File: config.mk
export PLATFORM = sky130hd
export DESIGN_NAME = pcie_ss_csr_arb
export DESIGN_NICKNAME = d
export VERILOG_FILES = /design/src/rtl/pcie_ss_csr_arb.sv
export SDC_FILE = /design/constraint.sdc
export NUM_CORES = 1
export LEC_CHECK = 0
export BUFFER_PORTS_ARGS = -buffer_cell sky130_fd_sc_hd__buf_2
export CORE_ASPECT_RATIO = 0.8
export CORE_MARGIN = 2
export CORE_UTILIZATION = 45
export CTS_CLUSTER_SIZE = 24
export DETAILED_ROUTE_END_ITERATION = 16
export PLACE_DENSITY = 0.73
export REMOVE_ABC_BUFFERS = 1
export SYNTH_ARGS = -nofsm -noshare
export SYNTH_HDL_FRONTEND = slang
export SYNTH_SLANG_ARGS = --single-unit
File: constraint.sdc
create_clock -name clk -period 9.71 [get_ports clk]
set_clock_uncertainty 0.15 [all_clocks]
set_input_delay 0.4855 -clock clk [delete_from_list [all_inputs] [get_ports clk]]
set_output_delay 0.4855 -clock clk [all_outputs]
set_load 0.01 [all_outputs]
File: src/rtl/pcie_ss_csr_arb.sv
// Shares the indirect CSR command port between host CSR accesses and buffered
// hardware error reports, each report written out as one atomic multi-write sequence.
module pcie_ss_csr_arb #(
    parameter int                    ADDR_WIDTH     = 20,
    parameter int                    DATA_WIDTH     = 32,
    parameter int                    HDR_WIDTH      = 256,
    parameter int                    PF_WIDTH       = 3,
    parameter int                    VF_WIDTH       = 11,
    parameter int                    ERR_FIFO_DEPTH = 4,
    parameter logic [ADDR_WIDTH-1:0] ERR_HDR_BASE   = 20'h0_0100,
    parameter logic [ADDR_WIDTH-1:0] ERR_CODE_ADDR  = 20'h0_0120,
    parameter logic [ADDR_WIDTH-1:0] ERR_CTL_ADDR   = 20'h0_0124
) (
    input  logic                  clk,
    input  logic                  rst_n,
    input  logic [1:0]            i_host_cmd,
    input  logic [ADDR_WIDTH-1:0] i_host_addr,
    input  logic [DATA_WIDTH-1:0] i_host_writedata,
    output logic                  o_host_ack,
    output logic [DATA_WIDTH-1:0] o_host_readdata,
    output logic [1:0]            o_host_resp,
    input  logic                  i_err_valid,
    input  logic [HDR_WIDTH-1:0]  i_err_hdr,
    input  logic [PF_WIDTH-1:0]   i_err_pf,
    input  logic [VF_WIDTH-1:0]   i_err_vf,
    input  logic                  i_err_vf_active,
    input  logic [31:0]           i_err_code,
    output logic [1:0]            o_csr_cmd,
    output logic [ADDR_WIDTH-1:0] o_csr_addr,
    output logic [DATA_WIDTH-1:0] o_csr_writedata,
    input  logic                  i_csr_ack,
    input  logic [DATA_WIDTH-1:0] i_csr_readdata,
    input  logic [1:0]            i_csr_rresp,
    input  logic [1:0]            i_csr_bresp,
    output logic                  o_err_overflow,
    output logic [15:0]           o_err_drop_cnt,
    output logic                  o_err_wr_fail
);
    localparam int HDR_WORDS = HDR_WIDTH / DATA_WIDTH;
    localparam int IDX_W     = (HDR_WORDS > 1) ? $clog2(HDR_WORDS) : 1;
    localparam int PTR_W     = $clog2(ERR_FIFO_DEPTH);
    localparam int CNT_W     = PTR_W + 1;
    localparam int REC_W     = HDR_WIDTH + PF_WIDTH + VF_WIDTH + 1 + 32;

    typedef enum logic [2:0] {
        ST_IDLE     = 3'd0,
        ST_HOST     = 3'd1,
        ST_ERR_HDR  = 3'd2,
        ST_ERR_CODE = 3'd3,
        ST_ERR_CTL  = 3'd4
    } state_t;

    function automatic logic [DATA_WIDTH-1:0] hdr_word(input logic [HDR_WIDTH-1:0] hdr,
                                                       input logic [IDX_W-1:0] idx);
        return DATA_WIDTH'(hdr >> (DATA_WIDTH * int'(idx)));
    endfunction

    function automatic logic [ADDR_WIDTH-1:0] hdr_addr(input logic [IDX_W-1:0] idx);
        return ERR_HDR_BASE + ADDR_WIDTH'(4 * int'(idx));
    endfunction

    function automatic logic [DATA_WIDTH-1:0] ctl_word(input logic [PF_WIDTH-1:0] pf,
                                                       input logic [VF_WIDTH-1:0] vf,
                                                       input logic vf_active);
        logic [DATA_WIDTH-1:0] w;
        w                                      = '0;
        w[0]                                   = 1'b1;
        w[1]                                   = vf_active;
        w[PF_WIDTH+1:2]                        = pf;
        w[PF_WIDTH+VF_WIDTH+1:PF_WIDTH+2]      = vf;
        return w;
    endfunction

    state_t                state_r, state_next_s;
    logic [IDX_W-1:0]      idx_r, idx_next_s;
    logic                  last_err_r, last_err_next_s;
    logic [1:0]            csr_cmd_r, csr_cmd_next_s;
    logic [ADDR_WIDTH-1:0] csr_addr_r, csr_addr_next_s;
    logic [DATA_WIDTH-1:0] csr_wdata_r, csr_wdata_next_s;
    logic                  host_ack_r, host_ack_next_s;
    logic [DATA_WIDTH-1:0] host_rdata_r, host_rdata_next_s;
    logic [1:0]            host_resp_r, host_resp_next_s;
    logic                  err_overflow_r, wr_fail_r;
    logic [15:0]           drop_cnt_r;

    logic [REC_W-1:0]      fifo_mem_r [ERR_FIFO_DEPTH];
    logic [PTR_W-1:0]      rd_ptr_r, wr_ptr_r;
    logic [CNT_W-1:0]      fifo_cnt_r;
    logic                  fifo_full_s, push_s, drop_s, pop_s, wr_fail_set_s;
    logic                  host_pend_s, err_pend_s, grant_err_s, grant_host_s;
    logic [REC_W-1:0]      rec_in_s, head_s;
    logic [HDR_WIDTH-1:0]  head_hdr_s;
    logic [PF_WIDTH-1:0]   head_pf_s;
    logic [VF_WIDTH-1:0]   head_vf_s;
    logic                  head_vfa_s;
    logic [31:0]           head_code_s;

    assign rec_in_s    = {i_err_hdr, i_err_pf, i_err_vf, i_err_vf_active, i_err_code};
    assign head_s      = fifo_mem_r[rd_ptr_r];
    assign head_hdr_s  = head_s[REC_W-1 -: HDR_WIDTH];
    assign head_pf_s   = head_s[33+VF_WIDTH +: PF_WIDTH];
    assign head_vf_s   = head_s[33 +: VF_WIDTH];
    assign head_vfa_s  = head_s[32];
    assign head_code_s = head_s[31:0];

    // A push into a full FIFO still lands when the head is popped that same cycle.
    assign fifo_full_s = (fifo_cnt_r == CNT_W'(ERR_FIFO_DEPTH));
    assign push_s      = i_err_valid && (!fifo_full_s || pop_s);
    assign drop_s      = i_err_valid && !push_s;

    // A host request still held during its own ack cycle must not be granted again.
    assign host_pend_s  = ((i_host_cmd == 2'b01) || (i_host_cmd == 2'b10)) && !host_ack_r;
    assign err_pend_s   = (fifo_cnt_r != CNT_W'(0));
    assign grant_err_s  = err_pend_s && (!host_pend_s || !last_err_r);
    assign grant_host_s = host_pend_s && (!err_pend_s || last_err_r);

    // Next-state, next-command and host completion decode.
    always_comb begin
        state_next_s      = state_r;
        idx_next_s        = idx_r;
        last_err_next_s   = last_err_r;
        csr_cmd_next_s    = csr_cmd_r;
        csr_addr_next_s   = csr_addr_r;
        csr_wdata_next_s  = csr_wdata_r;
        host_ack_next_s   = 1'b0;
        host_rdata_next_s = host_rdata_r;
        host_resp_next_s  = host_resp_r;
        pop_s             = 1'b0;
        wr_fail_set_s     = 1'b0;
        case (state_r)
            ST_IDLE: begin
                if (grant_err_s) begin
                    state_next_s     = ST_ERR_HDR;
                    idx_next_s       = IDX_W'(0);
                    csr_cmd_next_s   = 2'b01;
                    csr_addr_next_s  = hdr_addr(IDX_W'(0));
                    csr_wdata_next_s = hdr_word(head_hdr_s, IDX_W'(0));
                end else if (grant_host_s) begin
                    state_next_s     = ST_HOST;
                    csr_cmd_next_s   = i_host_cmd;
                    csr_addr_next_s  = i_host_addr;
                    csr_wdata_next_s = i_host_writedata;
                end else begin
                    csr_cmd_next_s   = 2'b00;
                end
            end
            ST_HOST: begin
                if (i_csr_ack) begin
                    state_next_s      = ST_IDLE;
                    csr_cmd_next_s    = 2'b00;
                    host_ack_next_s   = 1'b1;
                    host_rdata_next_s = i_csr_readdata;
                    host_resp_next_s  = (csr_cmd_r == 2'b10) ? i_csr_rresp : i_csr_bresp;
                    last_err_next_s   = 1'b0;
                end else begin
                    state_next_s      = ST_HOST;
                end
            end
            ST_ERR_HDR: begin
                if (i_csr_ack) begin
                    wr_fail_set_s = (i_csr_bresp != 2'b00);
                    if (idx_r == IDX_W'(HDR_WORDS - 1)) begin
                        state_next_s     = ST_ERR_CODE;
                        csr_addr_next_s  = ERR_CODE_ADDR;
                        csr_wdata_next_s = DATA_WIDTH'(head_code_s);
                    end else begin
                        idx_next_s       = idx_r + IDX_W'(1);
                        csr_addr_next_s  = hdr_addr(idx_r + IDX_W'(1));
                        csr_wdata_next_s = hdr_word(head_hdr_s, idx_r + IDX_W'(1));
                    end
                end else begin
                    state_next_s = ST_ERR_HDR;
                end
            end
            ST_ERR_CODE: begin
                if (i_csr_ack) begin
                    wr_fail_set_s    = (i_csr_bresp != 2'b00);
                    state_next_s     = ST_ERR_CTL;
                    csr_addr_next_s  = ERR_CTL_ADDR;
                    csr_wdata_next_s = ctl_word(head_pf_s, head_vf_s, head_vfa_s);
                end else begin
                    state_next_s = ST_ERR_CODE;
                end
            end
            ST_ERR_CTL: begin
                if (i_csr_ack) begin
                    wr_fail_set_s   = (i_csr_bresp != 2'b00);
                    state_next_s    = ST_IDLE;
                    csr_cmd_next_s  = 2'b00;
                    last_err_next_s = 1'b1;
                    pop_s           = 1'b1;
                end else begin
                    state_next_s = ST_ERR_CTL;
                end
            end
            default: begin
                state_next_s   = ST_IDLE;
                csr_cmd_next_s = 2'b00;
            end
        endcase
    end

    // FSM state and registered outputs.
    always_ff @(posedge clk or negedge rst_n) begin
        if (!rst_n) begin
            state_r      <= ST_IDLE;
            idx_r        <= IDX_W'(0);
            last_err_r   <= 1'b0;
            csr_cmd_r    <= 2'b00;
            csr_addr_r   <= '0;
            csr_wdata_r  <= '0;
            host_ack_r   <= 1'b0;
            host_rdata_r <= '0;
            host_resp_r  <= 2'b00;
        end else begin
            state_r      <= state_next_s;
            idx_r        <= idx_next_s;
            last_err_r   <= last_err_next_s;
            csr_cmd_r    <= csr_cmd_next_s;
            csr_addr_r   <= csr_addr_next_s;
            csr_wdata_r  <= csr_wdata_next_s;
            host_ack_r   <= host_ack_next_s;
            host_rdata_r <= host_rdata_next_s;
            host_resp_r  <= host_resp_next_s;
        end
    end

    // FIFO pointers, occupancy and sticky error status.
    always_ff @(posedge clk or negedge rst_n) begin
        if (!rst_n) begin
            wr_ptr_r       <= PTR_W'(0);
            rd_ptr_r       <= PTR_W'(0);
            fifo_cnt_r     <= CNT_W'(0);
            err_overflow_r <= 1'b0;
            drop_cnt_r     <= 16'h0000;
            wr_fail_r      <= 1'b0;
        end else begin
            if (push_s) wr_ptr_r <= wr_ptr_r + PTR_W'(1);
            if (pop_s) rd_ptr_r <= rd_ptr_r + PTR_W'(1);
            fifo_cnt_r <= fifo_cnt_r + CNT_W'(push_s) - CNT_W'(pop_s);
            if (drop_s) err_overflow_r <= 1'b1;
            if (drop_s && (drop_cnt_r != 16'hFFFF)) drop_cnt_r <= drop_cnt_r + 16'h0001;
            if (wr_fail_set_s) wr_fail_r <= 1'b1;
        end
    end

    // Record storage; contents are don't-care while the pointers say empty.
    always_ff @(posedge clk) begin
        if (push_s) fifo_mem_r[wr_ptr_r] <= rec_in_s;
    end

    assign o_csr_cmd       = csr_cmd_r;
    assign o_csr_addr      = csr_addr_r;
    assign o_csr_writedata = csr_wdata_r;
    assign o_host_ack      = host_ack_r;
    assign o_host_readdata = host_rdata_r;
    assign o_host_resp     = host_resp_r;
    assign o_err_overflow  = err_overflow_r;
    assign o_err_drop_cnt  = drop_cnt_r;
    assign o_err_wr_fail   = wr_fail_r;
endmodule

## Yosys cells after proc, flatten, opt, wreduce, memory -nomap -nowiden

Memories as Yosys holds them, arrays and structs flattened.
Index checks and enable logic that the tools add are counted.

| operators by class | value |
|---|---|
| add/sub/neg operators | 7 |
| $mul | 0 |
| div/mod/pow operators | 0 |
| magnitude comparators | 0 |
| equality and inequality tests | 19 |
| shift-type cells | 1 |
| muxes and demuxes | 39 |
| bitwise operators | 1 |
| reductions and logical operators | 31 |

Operators with widths:

| cell | count |
|---|---|
| 256-bit by 8-bit right shift with 32-bit output | 1 |
| 32-bit two-way mux | 5 |
| 32-bit one-hot mux with 3 select lines | 1 |
| 20-bit two-way mux | 4 |
| 20-bit one-hot mux with 3 select lines | 1 |
| 3-bit two-way mux | 9 |
| 16-bit by 1-bit adder with 16-bit output (second input constant) | 1 |
| 16-bit inequality test (second input constant) | 1 |
| 3-bit one-hot mux with 5 select lines | 1 |
| 2-bit inequality test (second input constant) | 6 |
| 9-bit by 5-bit adder with 10-bit output (first input constant) | 1 |
| 1-bit two-way mux | 10 |
| 10-bit two-way mux | 1 |
| 3-bit equality test (second input constant) | 3 |
| 2-bit two-way mux | 4 |
| 4-bit AND reduction | 2 |
| 3-bit by 2-bit equality test with 1-bit output (second input constant) | 2 |
| 1-bit logical AND | 6 |
| 1-bit zero test | 6 |
| 3-bit inequality test (second input constant) | 2 |
| 2-bit one-hot mux with 3 select lines | 1 |
| 3-bit one-hot mux with 2 select lines | 1 |
| 2-bit AND reduction | 3 |
| 2-bit nonzero test | 3 |
| other kinds (16) | 23 |

| storage, ports and cells | value |
|---|---|
| bits in registers | 121 |
| bits in latches | 0 |
| memory bits (writable) | 1,212 |
| ROM bits | 0 |
| input bits | 397 |
| output and inout bits | 107 |
| logic and storage cells | 114 |
| memories kept | 1 |

Memory list:

| name | words | bits a word | rd ports | clocked after memory_dff | write ports | line | text |
|---|---|---|---|---|---|---|---|
| fifo_mem_r | 4 | 303 | 1 | 0 | 1 | 86 | `logic [REC_W-1:0] fifo_mem_r [ERR_FIFO_DEPTH];` |

## Logic depth before layout (Yosys ltp)

| logic depth | value |
|---|---|
| depth in word-level cells | 8 |
| gate-level depth with buffers | 12 |
| gate-level depth less buffers | 11 |

## Worst setup path before layout

No wires, ideal clock.

| timing | value |
|---|---|
| kind | input-to-reg |
| from | input port i_csr_ack |
| to | memory fifo_mem_r[0][0] (netlist name) (enable) |
| setup time | 0.706 ns |
| data arrival time | 8.078 ns |
| required time | 8.854 ns |
| slack | 0.776 ns |
| stages on the path | 4 |
| buffers on the path | 1 |
| cell sequence | clkbuf_1 nand4bb_1 nand3_1 and3_1 |

| on the way | value |
|---|---|
| cells in the longest elaborated chain, start to end | 6 |

Ends and longest elaborated chain:

| item | line | text |
|---|---|---|
| start, declared | 31 | `input logic i_csr_ack,` |
| 1-bit two-way mux | 186 | `if (i_csr_ack) begin` |
| 1-bit two-way mux | 130 | `case (state_r)` |
| 1-bit logical OR | 108 | `assign push_s = i_err_valid && (!fifo_full_s \|\| pop_s);` |
| 1-bit logical AND | 108 |  |
| 1-bit two-way mux | 249 | `if (push_s) fifo_mem_r[wr_ptr_r] <= rec_in_s;` |
| 1-bit two-way mux (implied by the code) | 249 |  |
| end, declared | 86 |  |

Every way passes these cells.

## Worst setup path after layout

| timing | value |
|---|---|
| from | register idx_r[0] |
| to | register csr_wdata_r[5], in the netlist o_csr_writedata[5] |

| on the way | value |
|---|---|
| cells in the longest elaborated chain, start to end | 5 |
| elaborated cells on any way between the ends | 6 |
| classes of those cells | add/sub (1); eq/ne (1); shift (1); mux (3) |

Ends and longest elaborated chain:

| item | line | text |
|---|---|---|
| start, declared | 75 | `logic [IDX_W-1:0] idx_r, idx_next_s;` |
| start signal, assigned | 217 | `idx_r <= idx_next_s;` |
| 3-bit by 1-bit adder with 3-bit output | 169 | `csr_wdata_next_s = hdr_word(head_hdr_s, idx_r + IDX_W'(1));` |
| 256-bit by 8-bit right shift with 32-bit output | 55 | `return DATA_WIDTH'(hdr >> (DATA_WIDTH * int'(idx)));` |
| 32-bit two-way mux * | 162 | `if (idx_r == IDX_W'(HDR_WORDS - 1)) begin` |
| 32-bit two-way mux * | 160 | `if (i_csr_ack) begin` |
| 32-bit one-hot mux with 3 select lines * | 130 |  |
| end signal, assigned | 221 | `csr_wdata_r <= csr_wdata_next_s;` |
| end, declared | 79 | `logic [DATA_WIDTH-1:0] csr_wdata_r, csr_wdata_next_s;` |

Every way passes the cells marked *; elsewhere a longest branch is shown, timed or not. The select of a mux whose other input is x is not followed.
A chain may end at the register's enable or synchronous reset.

==> impl_metrics.csv <==
group,metric,value,unit
sta,fin_crit,4.19,ns
pwr,leakagePower,22.3,nW
clock_network,cts_buffer_depth,3,
setup_path,crit_type,"reg2reg",
cells_and_area,utilization,56.2,%
floorplanning,rows,111,
setup_path,crit_arrival,4.69,ns
floorplanning,start_util,45.5,%
clock_network,clk_pin_slew_worst_paths,0.06,ns
synth,yosys.area_share.adder,0.253,%
hold_path,hold_class,"in2reg",
synth,synth_area,0.0524,mm2
floorplanning,die_x,385,um
cells_and_area,fin_nets,3947,
synth,synth_area_leader_cell,"edfxtp_1",
pwr,powerDensity,291,mW/mm2
synth,async_flop_share,9.08,%
sta,slew_headroom,10.4,%
synth,synthCells,2619,
synth,synth_xor_area_share,0.334,%
setup_path,worstPathMaxFanout,68,
synth,synth_edf_count,1212,
synth,synthTopCellsByArea,"edfxtp_1 (69%), mux4_2 (10%), dfrtp_1 (5.8%), mux2i_1 (3.1%), mux2_2 (0.90%)",
floorplanning,dieHeight,309,um
synth,synthTopCellsByCount,"edfxtp_1 (1212), mux4_2 (239), mux2i_1 (164)",
sta,rsz0062_at_grt,"no",
pwr,total_power,0.0188,W
clock_network,cts_tree,"built",
setup_path,end_kind,"flip-flop",
setup_path,crit_required,10.20,ns
sta,fmax,0.238,GHz
synth,yosysMostFrequentCell,"edfxtp_1",
setup_path,crit_start,"idx_r[0]",
clock_network,post_cts_resized,0,
sta,final-hold-violation-count,0,
synth,yosysWarnings,0,
floorplanning,dieArea,0.119,mm2
cells_and_area,fin_cells,5204,
sta,layout_worst_path_cycle_share,43.2,%
synth,synth_compound_area_share,4.88,%
cells_and_area,area_growth,23.5,%
global_routing,grt_pass1_wl,204,mm
sta,worst_hold_slack,0.0625,ns
synth,ys.flop_type,"edfxtp_1",
run,cap_violations,0,
sta,tns,0,ns
synth,muxShareOfSynthArea,14.4,%
detailed_routing,drtPass1Iterations,5,
place,port_buffers,503,
detailed_routing,vias_per_cell,5.74,
place,place_inst,4547,
global_routing,antenna_found_initial,62,
global_routing,grt_max_degree,115,
setup_path,r2r-start,"idx_r[0]",
synth,synth-seq-cells,1333,
cells_and_area,fillCellCount,8657,
status,status,"completed",
detailed_routing,antenna_left,0,
sta,drv_slew,0,
detailed_routing,wl_per_cell,27.4,um
hold_path,min_from,"i_host_writedata[11]",
detailed_routing,drtIter0Drc,3083,
place,place_congestion,0.784,
place,hpwl,89.8,mm
clock_network,cts-root-buf,"clkbuf_16",
global_routing,grt_pass1_vias,30411,
floorplanning,core,0.115,mm2
floorplanning,io_pins,504,
clock_network,htreeDepth,4,
synth,synth_cell_type_count,76,
setup_path,start_kind,"flip-flop",
detailed_routing,drc,0,
detailed_routing,routed-via-count,29889,
synth,postSynthAreaPerCell,20.0,um2
clock_network,cts_sinks,1333,
global_routing,overflow,0,
sta,final-setup-viol-count,0,
synth,yosysTopAreaCellShare,69.5,%
pwr,peakVddDrop,0.000181,V
global_routing,grt_usage,23.7,%
cells_and_area,drive_gt1_share,29.4,%
synth,ys_seq_area_share,75.3,%
sta,tightest_slew,1.34,ns
synth,synth-simple-area-share,2.88,%
detailed_routing,wl,143,mm
synth,synth_top_family_by_area,"multiplexers",
clock_network,clock_latency,0.77,ns
clock_network,numCtsBuffers,135,
[through the flow]
stage          cell area, um2  setup WS, ns
2_1_floorplan           51400         -4.90
3_3_place_gp            56400          5.53
3_5_place_dp            56400          5.42
4_1_cts                 64600          5.47
5_1_grt                 64600          5.24
6_report                64700          5.52
[cell usage in the layout, fill, tap and decap left out, types with 43 or more instances in the layout]
master	count
a22oi_1	44
clkbuf_16	138
buf_2	502
nand2_1	87
a21oi_1	43
mux2i_1	164
dfrtp_1	118
mux4_2	239
buf_4	50
edfxtp_1	1212
dlygate4sd3_1	381
[cells by family (layout without fill, tap and decap cells)]
| family | count (synthesis) | count (layout) |
|---|---|---|
| buffers and inverters | 170 | 1201 |
| and+or+nand+nor | 290 | 290 |
| AOI/OAI and AO/OA | 347 | 347 |
| adders and majority gates | 10 | 10 |
| DFF | 1333 | 1333 |
| muxes | 449 | 449 |
| xor gates and xnor gates | 20 | 20 |
| other | 0 | 29 |
[path summary, 6_finish.rpt]
kind,end,slack [ns],cells after the start
max,o_csr_writedata[5],5.52,7
min,o_csr_writedata[11],0.06,4
max reg2reg,o_csr_writedata[5],5.52,7
min reg2reg,o_err_overflow,0.32,1
max in group asynchronous,idx_r[0],7.76,3
min in group asynchronous,o_host_readdata[0],0.25,2
[worst max-delay path: stages, from the launching register on]
cell      delay [ns]
dfrtp_4         0.40
buf_4           0.78
buf_4           0.91
and2_2          0.88
a22oi_1         0.20
a31oi_1         0.25
o221ai_1        0.15
a31o_1          0.25
[repair_timing]
item | in CTS | in global routing
hold buffers | 381 | 0
endpoints found under the hold margin | 1375 | 0
setup buffers | 0 | 0
[cell type report]
class | count | area, um2 | area share [%]
Timing Repair Buffer | 935 | 6730 | 10.4
Tap cell | 1525 | 1910 | 2.95
Inverter | 19 | 71.3 | 0.110
Sequential cell | 1333 | 39400 | 61.0
Clock inverter | 73 | 751 | 1.16
Clock buffer | 174 | 3690 | 5.70
Antenna cell | 29 | 72.6 | 0.112
Multi-Input combinational cell | 1116 | 12000 | 18.6
[per-layer routing]
layer  share of wire [%]  track usage [%]  routed length (um)  vias to the layer above
met4                 2.1             6.38                2950                       64
met2                  47             37.1               67300                     1468
met1                  40             32.0               57500                    15350
met5                0.28                0                 401                        -
li1                    -                -                   -                    12754
met3                  10             7.68               14500                      253
[where the power goes]
part | internal, W | total (W) | leakage, nW | switching (W)
logic | 0.00225 | 0.00566 | 7.52 | 0.00341
registers | 0.00760 | 0.00803 | 12.6 | 0.000421
clock network | 0.00296 | 0.00516 | 2.16 | 0.00221
[sequential cells by signal, indices dropped and copies added (netlist names), 3 cells and up]
signal	cells
fifo_cnt_r	3
fifo_mem_r	1212
idx_r	3
o_csr_addr	20
o_csr_writedata	32
o_err_drop_cnt	16
o_host_readdata	32
state_r	3
No activity file was read; power rests on OpenSTA's default activity.
